### src/rtl/instruction_fetch_pkg.sv
// Shared types and constants for the instruction fetch unit.
// Latency: n/a (declarations only).
// Backpressure: n/a.
package instruction_fetch_pkg;

    // Fetch FSM state encoding
    typedef logic [1:0] fetch_state_t;
    localparam logic [1:0] ST_REQ  = 2'd0;   // issuing a read request
    localparam logic [1:0] ST_WAIT = 2'd1;   // request accepted, awaiting data
    localparam logic [1:0] ST_HOLD = 2'd2;   // instruction presented to decoder

    localparam logic [31:0] DEFAULT_RESET_PC = 32'h0000_0000;
    localparam logic [31:0] DEFAULT_NOP_WORD = 32'h0000_0013;
    localparam logic [31:0] WORD_INCR        = 32'd4;

    // Sequential word address; wraps modulo 2^32
    function automatic logic [31:0] next_word(input logic [31:0] pc);
        return pc + WORD_INCR;
    endfunction

endpackage

### src/rtl/instruction_fetch_pc.sv
// Fetch address register with redirect / sequential-advance mux.
// Latency: new address visible the cycle after redirect or advance.
// Backpressure: none; advances only when the parent reports an accepted request.
module instruction_fetch_pc
    import instruction_fetch_pkg::*;
#(
    parameter logic [31:0] RESET_PC = DEFAULT_RESET_PC
)
(
    input  logic        core_clk,
    input  logic        reset,
    input  logic        advance,
    input  logic        redirect,
    input  logic [29:0] target_word,
    output logic [31:0] fetch_pc
);

    logic [31:0] next_pc;

    // Redirect outranks sequential advance; target is forced word-aligned
    always_comb begin
        next_pc = fetch_pc;
        if (redirect) begin
            next_pc = {target_word, 2'b00};
        end else if (advance) begin
            next_pc = next_word(fetch_pc);
        end
    end

    // Fetch address register
    always_ff @(posedge core_clk) begin
        if (reset) begin
            fetch_pc <= RESET_PC;
        end else begin
            fetch_pc <= next_pc;
        end
    end

endmodule

### src/rtl/instruction_fetch.sv
// Instruction fetch: one outstanding word read, delivers {PC, Instruction} to decode.
// Latency: Mem_Ready edge to Instr_Valid = memory latency + 1; >= 3 cycles per instruction.
// Backpressure: Stall or ~Instr_Ready holds the instruction; memory traffic is never stalled.
module instruction_fetch
    import instruction_fetch_pkg::*;
#(
    parameter logic [31:0] RESET_PC = DEFAULT_RESET_PC,
    parameter logic [31:0] NOP_WORD = DEFAULT_NOP_WORD
)
(
    input  logic        Clock,
    input  logic        Reset,
    input  logic        Stall,
    input  logic        Branch_Taken,
    input  logic [31:0] Branch_Target,
    output logic        Mem_Req,
    output logic [31:0] Mem_Addr,
    input  logic        Mem_Ready,
    input  logic        Mem_Rvalid,
    input  logic [31:0] Mem_Rdata,
    output logic [31:0] PC,
    output logic [31:0] Instruction,
    output logic        Instr_Valid,
    input  logic        Instr_Ready,
    output logic        Fetch_Misaligned,
    output logic [31:0] Fetch_Count
);

    logic [1:0]  state;
    logic [31:0] fetch_pc;
    logic [31:0] inflight_pc;
    logic        discard;
    logic        mem_accept;
    logic        handshake;

    // Request is held low through the reset cycle itself
    assign Mem_Req    = (state == ST_REQ) && !Reset;
    assign Mem_Addr   = fetch_pc;
    assign mem_accept = Mem_Req && Mem_Ready;
    assign handshake  = (state == ST_HOLD) && Instr_Valid && Instr_Ready && !Stall;

    instruction_fetch_pc #(
        .RESET_PC (RESET_PC)
    ) u_pc (
        .core_clk    (Clock),
        .reset       (Reset),
        .advance     (mem_accept),
        .redirect    (Branch_Taken),
        .target_word (Branch_Target[31:2]),
        .fetch_pc    (fetch_pc)
    );

    // Fetch FSM, output holding registers and delivered-instruction counter
    always_ff @(posedge Clock) begin
        if (Reset) begin
            state            <= ST_REQ;
            inflight_pc      <= RESET_PC;
            discard          <= 1'b0;
            PC               <= RESET_PC;
            Instruction      <= NOP_WORD;
            Instr_Valid      <= 1'b0;
            Fetch_Misaligned <= 1'b0;
            Fetch_Count      <= 32'd0;
        end else begin
            Fetch_Misaligned <= Branch_Taken && (Branch_Target[1:0] != 2'b00);
            case (state)
                ST_REQ: begin
                    if (Mem_Ready) begin
                        // A redirect in the accept cycle still launches the old
                        // address, so its response must be thrown away.
                        inflight_pc <= fetch_pc;
                        discard     <= Branch_Taken;
                        state       <= ST_WAIT;
                    end
                end
                ST_WAIT: begin
                    if (Mem_Rvalid) begin
                        if (discard || Branch_Taken) begin
                            discard <= 1'b0;
                            state   <= ST_REQ;
                        end else begin
                            Instruction <= Mem_Rdata;
                            PC          <= inflight_pc;
                            Instr_Valid <= 1'b1;
                            state       <= ST_HOLD;
                        end
                    end else if (Branch_Taken) begin
                        discard <= 1'b1;
                    end
                end
                ST_HOLD: begin
                    if (Branch_Taken) begin
                        // Redirect kills the held instruction; a coincident
                        // handshake is not counted.
                        Instr_Valid <= 1'b0;
                        Instruction <= NOP_WORD;
                        state       <= ST_REQ;
                    end else if (handshake) begin
                        Instr_Valid <= 1'b0;
                        Instruction <= NOP_WORD;
                        Fetch_Count <= Fetch_Count + 32'd1;
                        state       <= ST_REQ;
                    end
                end
                default: begin
                    state <= ST_REQ;
                end
            endcase
        end
    end

endmodule

### config.mk
export PLATFORM = sky130hd
export DESIGN_NAME = instruction_fetch
export DESIGN_NICKNAME = d
export VERILOG_FILES = /design/src/rtl/instruction_fetch_pkg.sv /design/src/rtl/instruction_fetch_pc.sv /design/src/rtl/instruction_fetch.sv
export SDC_FILE = /design/constraint.sdc
export NUM_CORES = 1
export LEC_CHECK = 0
export CAP_MARGIN = 40
export CORE_MARGIN = 10
export CORE_UTILIZATION = 40
export DETAILED_ROUTE_END_ITERATION = 16
export GPL_TIMING_DRIVEN = 0
export PLACE_DENSITY_LB_ADDON = 0.05
export SLEW_MARGIN = 15
export SYNTH_ARGS = -nofsm -noshare
export SYNTH_HDL_FRONTEND = slang
export SYNTH_SLANG_ARGS = --single-unit
### constraint.sdc
create_clock -name Clock -period 2.8 [get_ports Clock]
set_clock_uncertainty 0.05 [all_clocks]
set_input_delay 0.84 -clock Clock [delete_from_list [all_inputs] [get_ports Clock]]
set_output_delay 0.84 -clock Clock [all_outputs]
set_load 0.005 [all_outputs]
==> run metrics <==
status completed; RSZ-0062 raised after global routing true; post-route ant nets 0; fin nets 1049; CTS Buffer Depth 2; post-synthesis adder-cell area fraction less than 1%; Seq pwr share a little under half; crit share post-route 99.93%; Remaining Overflow, GRT 0; clk slew on worst S/H paths 0.06 ns; ys async rst share 0%; area post-placement a little under 0.009 mm^2; H-Tree Depth 4; Starting DRT DRC Count 360; CP Cell Sequence clkdlybuf4s15_2 -> clkbuf_8 -> clkbuf_4 -> nor3_1 -> clkbuf_2; largest net degree at the start of global routing 17; core area roughly 0.016 mm^2; WHS roughly 0.40 ns; P_sw between 1000 and 1500 uW; largest vdd supply drop 438.8 uV; total global-route track usage 18.56%; Final setup viols 0; XOR/XNOR share of the synthesized area about 7.6%; peak per-stage delay on the critical path between 0.2 and 0.3 ns; final instance area around 0.0094 mm^2; io pins 202; clk_lat worst skew between 0.4 and 0.5 ns; synth warn 0; DRT Pass-1 Iters 5; number of max-cap violations 0; share of cells above drive strength 1 ~6.3%; worst endpoint required time 1.91 ns; DRC 0; number of placement rows 46; complex-gate fraction of the synthesized area between 10% and 20%; Sw Ratio 23.14%; first-pass GRT wire length between 30000 and 40000 um; CTS tree built; Die Wd approximately 150 um; CTS Root Cell clkbuf_16; GP Congestion roughly 0.86; initial core utilization 40.68%; post-synthesis mux area share less than 1%; Die Span Y 147.1 um; dpl ws -1.181 ns; final worst setup slack ~0.0021 ns; synthesis-stage register bit count about 160; post-DP HPWL between 15000 and 20000 um; CP Max Fanout 10; slowest CP cell clkdlybuf4s15_2; Rel. slew slack a little over half; Gate Count Post-Synth approximately 760; Seq/Total Area, Yosys between 40 and 50%; simple-gate area share of the yosys netlist roughly a quarter; fin. max-slew vios 0; Clock Sink Count ~160; Max Clock Freq between 300 and 400 MHz; die footprint between 0.02 and 0.025 mm^2; # fillers about 1500; Area Growth Syn to Fin 45.09%; initial antenna violation count 1; Comb power frac 8.7%; Routed Wire Length 20410 um; crit path time final around 2.8 ns; Lkg Pwr approximately 0.0033 uW; Post-synth top flop dfxtp_1; Post-synth EDFFs 0; Clk pwr share around 46%; via count 6030; Pint about 4100 uW; number of setup buffers added after CTS 0; CTS Hold Bufs 0; area of the mapped netlist 0.006462 mm^2; Hold Path Class register to register; main combinational cell family by area after synthesis simple AND/OR/NAND/NOR gates; vias per cell roughly 5.0; worst endpoint data arrival time 1.91 ns; vias in the first global route ~6000; Netlist cell types 43; Critical Path Sink Type output pin; CP Class primary input to output pin; port buffer count 196; Num CTS Buffers 17; final hold vios 0; Pwr per Cell Area roughly 560 mW/mm^2; CP Launch Type primary input; worst slew pin tran between 0.7 and 0.8 ns; wire per inst around 17 um; synthesized area per cell around 8.5 um^2
layout make-up:
type	instances	area (um^2)	share of cell area (%)
Multi-Input combinational cell	534	3037	32.39
Clock buffer	19	432.9	4.617
Buffer	57	266.5	2.842
Tap cell	216	270.3	2.882
Timing Repair Buffer	198	1963	20.94
Sequential cell	159	3183	33.95
Clock inverter	13	187.7	2.002
Inverter	9	33.78	0.3603
Antenna cell	1	2.502	0.02669
logic make-up after synthesis:
kind of cell,count (synthesis)
simple gates,329
flops,159
buf+inv,67
mux,5
xor+xnor,56
other cells,1
fa+ha+maj,2
compound gates,138
synth_stat cells (all sizes together), types with 5 or more instances:
cell type / n / area share (%)
buf: 12 / 1.2
a21oi: 79 / 6.1
xnor2: 23 / 3.1
nand4: 26 / 2.5
clkbuf: 46 / 2.7
and4: 7 / 0.95
a211oi: 13 / 1.5
nand2: 151 / 8.8
xor2: 33 / 4.5
nand3: 21 / 1.6
mux2i: 5 / 0.77
inv: 8 / 0.46
o21ai: 7 / 0.54
a22o: 29 / 3.9
and3: 10 / 0.97
dfxtp: 159 / 49
nor4: 12 / 1.5
or3: 6 / 0.58
nor2: 63 / 3.7
nor3: 19 / 1.9
state kept, by name, indices dropped and copies added, names as in the netlist:
register          flops
inflight_pc          30
Fetch_Count          32
u_pc.fetch_pc        30
Instruction          32
discard               1
Instr_Valid           1
Fetch_Misaligned      1
PC                   30
state                 2
critical path: cells and delay by family:
| family | cells | cell delay (ns) |
|---|---|---|
| buffers and inverters | 4 | 0.88 |
| AND/OR/NAND/NOR | 1 | 0.18 |
worst paths after layout:
check | start | endpoint | slack, ns | cells past startpoint
worst max-delay path | Reset | Mem_Req | 0.002 | 5
worst min register to register | Instruction[0] | Instruction[0] | 0.40 | 2
worst max register to register | state[1] | u_pc.fetch_pc[27] | 0.26 | 9
worst min-delay path | Instruction[0] | Instruction[0] | 0.40 | 2
per-layer routing:
| metal | vias up | global-route usage, % | share of wire [%] |
|---|---|---|---|
| li1 | 3028 | - | - |
| met1 | 2803 | 23.12 | 45 |
| met2 | 179 | 28.88 | 45 |
| met3 | 20 | 7.709 | 8.2 |
| met4 | 0 | 5.104 | 1.3 |
| met5 | - | 0 | 0 |
power groups by stage:
stage | logic, uW | clock network, uW | registers (uW)
finish | 458 | 2430 | 2400
detailed placement | 458 | 0 | 2450
floorplan | 192 | 0 | 2430
global placement | 455 | 0 | 2450
global route | 503 | 2580 | 2410
CTS | 462 | 2490 | 2400
what timing repair did:
action,in CTS,in global routing
resized for setup,15,8
hold endpoints to repair,0,0
pin swaps,0,1
setup endpoints to repair,44,38
stage by stage:
step | utilization [%] | TNS, ns | total power (uW) | instances
floorplan | - | 0 | 2623 | 760
global placement | 54.80 | -45.24 | 2901 | 1172
detailed placement | 54.87 | -36.96 | 2904 | 1174
CTS | 58.97 | -0.1248 | 5344 | 1205
global route | 59.01 | -0.07160 | 5491 | 1205
finish | 59.03 | 0 | 5285 | 1206
cell usage in the layout (no fill, tap or decap), drive strengths merged, types with 14 or more instances in the layout:
cell,instances
clkdlybuf4s50,193
dfxtp,159
nand2,151
a21oi,79
clkbuf,66
nor2,63
xor2,33
a22o,29
nand4,26
xnor2,23
nand3,21
nor3,19
buf,14
Note: power is estimated with default switching activity, not from simulation.
